### src/rtl/ram_stream_pkg.sv
// Shared types and width helpers for the RAM read-stream engine.
package ram_stream_pkg;

  typedef enum logic [1:0] {
    IDLE  = 2'd0,
    RUN   = 2'd1,
    DRAIN = 2'd2
  } state_t;

  function automatic int addr_width(input int depth);
    return (depth > 1) ? $clog2(depth) : 1;
  endfunction

  // One extra bit so a length equal to the full depth is representable.
  function automatic int len_width(input int depth);
    return $clog2(depth) + 1;
  endfunction

endpackage

### src/rtl/ram_stream_reader_if.sv
// Command, RAM read port and output stream of the RAM read-stream engine.
interface ram_stream_reader_if
  import ram_stream_pkg::*;
#(
  parameter int WIDTH = 8,
  parameter int DEPTH = 512,
  parameter int AW    = addr_width(DEPTH),
  parameter int LW    = len_width(DEPTH)
);
  logic             start;
  logic [AW-1:0]    start_addr;
  logic [LW-1:0]    length;
  logic             busy;
  logic             done;
  logic [AW-1:0]    ram_rd_addr;
  logic [WIDTH-1:0] ram_rd_data;
  logic             m_valid;
  logic             m_ready;
  logic [WIDTH-1:0] m_data;
  logic             m_last;

  modport master (
    input  start, start_addr, length, ram_rd_data, m_ready,
    output busy, done, ram_rd_addr, m_valid, m_data, m_last
  );

  modport slave (
    output start, start_addr, length, ram_rd_data, m_ready,
    input  busy, done, ram_rd_addr, m_valid, m_data, m_last
  );
endinterface

### src/rtl/ram_rd_skid_buf.sv
// 2-entry valid/ready buffer; latency: push visible on pop side next cycle.
// Backpressure: no push_rdy, the producer must use count to avoid overflow.
module ram_rd_skid_buf #(
  parameter int DW = 9
) (
  input  logic          clk,
  input  logic          rst_n,
  input  logic          push_vld,
  input  logic [DW-1:0] push_dat,
  output logic          pop_vld,
  input  logic          pop_rdy,
  output logic [DW-1:0] pop_dat,
  output logic [1:0]    count
);
  logic [DW-1:0] head_q;
  logic [DW-1:0] tail_q;
  logic [1:0]    count_q;
  logic          pop;

  assign pop     = pop_rdy && (count_q != 2'd0);
  assign pop_vld = (count_q != 2'd0);
  assign pop_dat = head_q;
  assign count   = count_q;

  always_ff @(posedge clk) begin
    if (!rst_n) begin
      head_q  <= '0;
      tail_q  <= '0;
      count_q <= 2'd0;
    end else if (push_vld && pop) begin
      if (count_q == 2'd1) begin
        head_q <= push_dat;
      end else begin
        head_q <= tail_q;
        tail_q <= push_dat;
      end
    end else if (push_vld) begin
      if (count_q == 2'd0) begin
        head_q <= push_dat;
      end else if (count_q == 2'd1) begin
        tail_q <= push_dat;
      end
      if (count_q != 2'd2) count_q <= count_q + 2'd1;
    end else if (pop) begin
      // Head keeps its old value when the buffer empties, so m_data stays quiet.
      if (count_q == 2'd2) head_q <= tail_q;
      count_q <= count_q - 2'd1;
    end
  end
endmodule

### src/rtl/ram_stream_reader.sv
// Walks length RAM words from start_addr onto a valid/ready stream; first beat 3 cycles after start.
// Backpressure: reads stall once buffered + in-flight words would exceed 2; 1 word/cycle otherwise.
module ram_stream_reader
  import ram_stream_pkg::*;
#(
  parameter int WIDTH = 8,
  parameter int DEPTH = 512
) (
  input logic                 clk,
  input logic                 rst_n,
  ram_stream_reader_if.master bus
);
  localparam int AW = addr_width(DEPTH);
  localparam int LW = len_width(DEPTH);

  state_t        state;
  state_t        state_nxt;
  logic [AW-1:0] addr_q;
  logic [LW-1:0] rem_q;
  logic          inflight_q;
  logic          inflight_last_q;
  logic          done_q;

  logic          issue;
  logic          last_issue;
  logic          pop;
  logic          accept;
  logic          zero_cmd;
  logic          final_pop;
  logic [2:0]    occ;
  logic          credit_ok;

  logic          out_vld;
  logic [WIDTH:0] out_dat;
  logic [1:0]    count;

  ram_rd_skid_buf #(.DW(WIDTH + 1)) u_skid (
    .clk      (clk),
    .rst_n    (rst_n),
    .push_vld (inflight_q),
    .push_dat ({inflight_last_q, bus.ram_rd_data}),
    .pop_vld  (out_vld),
    .pop_rdy  (bus.m_ready),
    .pop_dat  (out_dat),
    .count    (count)
  );

  assign pop        = out_vld && bus.m_ready;
  assign last_issue = (rem_q == LW'(1));
  assign accept     = (state == IDLE) && bus.start && (bus.length != '0);
  assign zero_cmd   = (state == IDLE) && bus.start && (bus.length == '0);
  assign final_pop  = (state == DRAIN) && pop && out_dat[WIDTH];

  // A pop this cycle frees a slot in time for the word issued now.
  assign occ       = {1'b0, count} + {2'b00, inflight_q};
  assign credit_ok = occ < (3'd2 + {2'b00, pop});

  always_comb begin
    state_nxt = state;
    issue     = 1'b0;
    unique case (state)
      IDLE: begin
        if (accept) state_nxt = RUN;
      end
      RUN: begin
        issue = credit_ok && (rem_q != '0);
        if (issue && last_issue) state_nxt = DRAIN;
      end
      DRAIN: begin
        if (final_pop) state_nxt = IDLE;
      end
      default: state_nxt = IDLE;
    endcase
  end

  always_ff @(posedge clk) begin
    if (!rst_n) begin
      state           <= IDLE;
      addr_q          <= '0;
      rem_q           <= '0;
      inflight_q      <= 1'b0;
      inflight_last_q <= 1'b0;
      done_q          <= 1'b0;
    end else begin
      state           <= state_nxt;
      inflight_q      <= issue;
      inflight_last_q <= issue && last_issue;
      done_q          <= zero_cmd || final_pop;
      if (accept) begin
        addr_q <= bus.start_addr;
        rem_q  <= bus.length;
      end else if (issue) begin
        rem_q <= rem_q - LW'(1);
        // The final read address is left on the port rather than advancing past it.
        if (!last_issue) addr_q <= (addr_q == AW'(DEPTH - 1)) ? '0 : addr_q + AW'(1);
      end
    end
  end

  assign bus.busy        = (state != IDLE);
  assign bus.done        = done_q;
  assign bus.ram_rd_addr = addr_q;
  assign bus.m_valid     = out_vld;
  assign bus.m_data      = out_dat[WIDTH-1:0];
  assign bus.m_last      = out_dat[WIDTH];
endmodule

### src/flat_wrapper.sv
// flat-port wrapper written by rule: the top's interface ports become plain ports
module ram_stream_reader_flat import ram_stream_pkg::*;
#(
  parameter int WIDTH = 8,
  parameter int DEPTH = 512
)
  (clk, rst_n, bus_start, bus_start_addr, bus_length, bus_ram_rd_data, bus_m_ready, bus_busy, bus_done, bus_ram_rd_addr, bus_m_valid, bus_m_data, bus_m_last);
  ram_stream_reader_if #(.WIDTH(WIDTH), .DEPTH(DEPTH)) bus_i ();
  input logic clk;
  input logic rst_n;
  input wire logic [$bits(bus_i.start)-1:0] bus_start;
  input wire logic [$bits(bus_i.start_addr)-1:0] bus_start_addr;
  input wire logic [$bits(bus_i.length)-1:0] bus_length;
  input wire logic [$bits(bus_i.ram_rd_data)-1:0] bus_ram_rd_data;
  input wire logic [$bits(bus_i.m_ready)-1:0] bus_m_ready;
  output wire logic [$bits(bus_i.busy)-1:0] bus_busy;
  output wire logic [$bits(bus_i.done)-1:0] bus_done;
  output wire logic [$bits(bus_i.ram_rd_addr)-1:0] bus_ram_rd_addr;
  output wire logic [$bits(bus_i.m_valid)-1:0] bus_m_valid;
  output wire logic [$bits(bus_i.m_data)-1:0] bus_m_data;
  output wire logic [$bits(bus_i.m_last)-1:0] bus_m_last;
  assign bus_i.start = bus_start;
  assign bus_i.start_addr = bus_start_addr;
  assign bus_i.length = bus_length;
  assign bus_i.ram_rd_data = bus_ram_rd_data;
  assign bus_i.m_ready = bus_m_ready;
  assign bus_busy = bus_i.busy;
  assign bus_done = bus_i.done;
  assign bus_ram_rd_addr = bus_i.ram_rd_addr;
  assign bus_m_valid = bus_i.m_valid;
  assign bus_m_data = bus_i.m_data;
  assign bus_m_last = bus_i.m_last;
  ram_stream_reader #(.WIDTH(WIDTH), .DEPTH(DEPTH)) u_core (.clk(clk), .rst_n(rst_n), .bus(bus_i));
endmodule
### config.mk
export PLATFORM = sky130hd
export DESIGN_NAME = ram_stream_reader_flat
export DESIGN_NICKNAME = d
export VERILOG_FILES = /design/src/rtl/ram_stream_pkg.sv /design/src/rtl/ram_stream_reader_if.sv /design/src/rtl/ram_rd_skid_buf.sv /design/src/rtl/ram_stream_reader.sv /design/src/flat_wrapper.sv
export SDC_FILE = /design/constraint.sdc
export NUM_CORES = 1
export LEC_CHECK = 0
export ABC_AREA = 1
export CORE_MARGIN = 3
export CORE_UTILIZATION = 55
export CTS_BUF_LIST = sky130_fd_sc_hd__clkbuf_4
export CTS_CLUSTER_SIZE = 14
export DETAILED_ROUTE_END_ITERATION = 12
export PLACE_DENSITY = 0.8
export SLEW_MARGIN = 20
export SYNTH_ARGS = -nofsm -noshare
export SYNTH_HDL_FRONTEND = slang
export SYNTH_SLANG_ARGS = --single-unit
### constraint.sdc
create_clock -name clk -period 2.7 [get_ports clk]
set_clock_uncertainty 0.1 [all_clocks]
set_input_delay 0.54 -clock clk [delete_from_list [all_inputs] [get_ports clk]]
set_output_delay 0.54 -clock clk [all_outputs]
set_load 0.03 [all_outputs]
==> impl_metrics.json <==
{
  "final_hold_viol_count": 0,
  "clock_sinks": 44,
  "yosysTopAreaCell": "dfxtp_1",
  "ys.flop_type": "dfxtp_1",
  "ios": 52,
  "synthesis.area_sq_mm": 0.00291,
  "drcViolationCount": 0,
  "drv_slew": 0,
  "syn_to_final_growth_pct": 22.5,
  "synth_area_leaders": "dfxtp_1 (30%), nand2_1 (15%), inv_1 (6.4%)",
  "drt_first_pass_iters": 4,
  "drtIter0Drc": 223,
  "status": "completed",
  "rsz0062_at_grt": "false",
  "path_max_fanout": 5,
  "fin_util_pct": 72.7,
  "routedWlPerCell_um": 12.9,
  "n_fill_cell": 429,
  "rows": 25,
  "cts.repair.resized": 0,
  "start_kind": "flip-flop",
  "drv_cap": 0,
  "arrival_ps": 1910,
  "ant_nets": 0,
  "slowest_stage": "clkdlybuf4s50_1",
  "slew_headroom_pct": 48.2,
  "crit_buf_inv": 3,
  "fin_cells": 566,
  "cts_setup_buffers": 0,
  "final_nets": 542,
  "end_kind": "output port",
  "ys_warn_count": 0,
  "clkLatencyLatePin_ps": 360,
  "clk_pin_slew_worst_paths_ps": 150,
  "min_path_type": "reg -> reg",
  "min_period_ps": 2550,
  "tightest_slew_ps": 776,
  "via_per_inst": 5.35,
  "async_flop_share_pct": 0,
  "vias": 3027,
  "die_h_um": 78.8,
  "first_global_vias": 2857,
  "overflow": 0,
  "powerDensity_mw_per_mm2": 641,
  "min_period_over_period_pct": 94.3,
  "required_ps": 2060,
  "layout-drive-gt1-share_pct": 9.62,
  "irDropWorstVdd_mv": 0.446,
  "hold_buffers": 0,
  "syn-mean-instance-area_sq_um": 6.56,
  "die_area_sq_mm": 0.00621,
  "yosysTopAreaCellShare_pct": 30.2,
  "antenna_found_initial": 0,
  "ys_seq_area_share_pct": 30.2,
  "grt_pass1_wl_um": 12400,
  "htree_levels": 2,
  "synth-edff-count": 0,
  "setup_viol": 0,
  "die_x_um": 78.8,
  "antennaDiodeCount": 0,
  "synth_common_cells": "nand2_1 (114), inv_1 (50), nor2_1 (48)",
  "gp_congestion": 0.875,
  "wirelength_um": 7280,
  "grt_usage_pct": 24.5,
  "critical_path.top_delay_family": "buffers and inverters",
  "hpwl_um": 5420,
  "start_util_pct": 59.3,
  "syn_inst": 444,
  "worstPathCellList": "inv_1, ha_1, inv_2, clkdlybuf4s50_1",
  "critPathKind": "reg -> out",
  "tns_ps": 0,
  "dp.cells": 558,
  "core_area_sq_mm": 0.00491,
  "synth.most_common_cell": "nand2_1",
  "cts_tree": "built",
  "cts-buffers-inserted": 5,
  "clockBufferDepth": 2,
  "synth.net_count": 488,
  "io_buffers": 51,
  "ctsRootBufferMaster": "clkbuf_4",
  "timing.fmax_ghz": 0.393,
  "p_leak_uw": 0.00155,
  "grt_max_degree": 25,
  "whs_ps": 373,
  "ys_seq_elements": 44,
  "slowest_delay_ps": 670,
  "synth_cell_types": 37
}
power by group:
| group | leakage [uW] | switching [uW] | internal (uW) |
|---|---|---|---|
| logic | 0.00117 | 699 | 425 |
| registers | 0.000360 | 85.1 | 733 |
| clock network | 0.0000274 | 242 | 103 |
| total | 0.00155 | 1030 | 1260 |
worst register-to-register path: stages (launching register included):
cell,delay [ps]
dfxtp_1,390
inv_1,120
ha_1,280
inv_2,90
nand2_1,70
inv_1,80
ha_1,240
nor3_2,60
inv_1,290
o31ai_2,160
buf_4,180
o21ai_0,180
a21oi_1,60
cells in the final DEF, fill, tap and decap left out, types with 6 or more instances in the layout:
master	Yosys	final
o21ai_1	6	6
inv_1	50	50
nor2_2	6	6
nor2_1	48	48
o21ai_0	25	25
nand3_1	27	27
clkdlybuf4s50_1	0	51
buf_4	2	11
a21oi_1	34	34
ha_1	13	13
inv_2	6	6
nand2_1	114	114
nand4_1	10	10
dfxtp_1	44	44
xor2_1	6	6
o211ai_1	11	11
worst paths after layout:
kind                              endpoint  cells after the start  slack [ps]                      from
setup / recovery               bus_m_valid                      4         150    u_core.u_skid.count[0]
hold / removal    u_core.u_skid.pop_dat[5]                      2         370  u_core.u_skid.pop_dat[5]
setup reg to reg   u_core.u_skid.tail_q[6]                     12         300    u_core.u_skid.count[0]
hold reg to reg   u_core.u_skid.pop_dat[5]                      2         370  u_core.u_skid.pop_dat[5]
state kept, by name (all words and copies together), names as in the netlist:
name	cells
u_core.rem_q	10
u_core.bus.ram_rd_addr	9
u_core.u_skid.pop_dat	9
u_core.u_skid.tail_q	9
u_core.state	2
u_core.u_skid.count	2
u_core.bus.done	1
u_core.inflight_last_q	1
u_core.inflight_q	1
layout make-up:
type | count | area, sq um | share of cell area [%]
inverter | 57 | 219 | 6.14
timing repair buffer | 62 | 593 | 16.6
clock buffer | 5 | 37.5 | 1.05
sequential | 44 | 881 | 24.7
clock inverter | 3 | 23.8 | 0.666
multi-input combinational | 328 | 1730 | 48.5
tap | 67 | 83.8 | 2.35
kinds of logic after synthesis:
kind of cell             synth area share, %
AND/OR/NAND/NOR                         34.8
flip-flops                              30.2
buffers and inverters                   10.4
AO/OA/AOI/OAI                           16.7
adder cells (fa/ha/maj)                 5.58
XOR/XNOR                                2.41
routing by layer:
layer / part of all wire, % / global-route usage (%) / wire length [um]
met5: 0 / 0 / 0
met4: 1.4 / 6.47 / 100
met3: 6.0 / 4.65 / 439
met2: 50 / 45.3 / 3620
met1: 43 / 28.7 / 3120
through the flow:
step	setup WS, ps	area (sq um)	total power, uW
floorplan	500	2910	1630
global placement	258	3510	1920
detailed placement	135	3510	1950
CTS	144	3570	2290
global route	31.2	3570	2470
finish	154	3570	2290
Note: power is estimated with default switching activity, not from simulation.
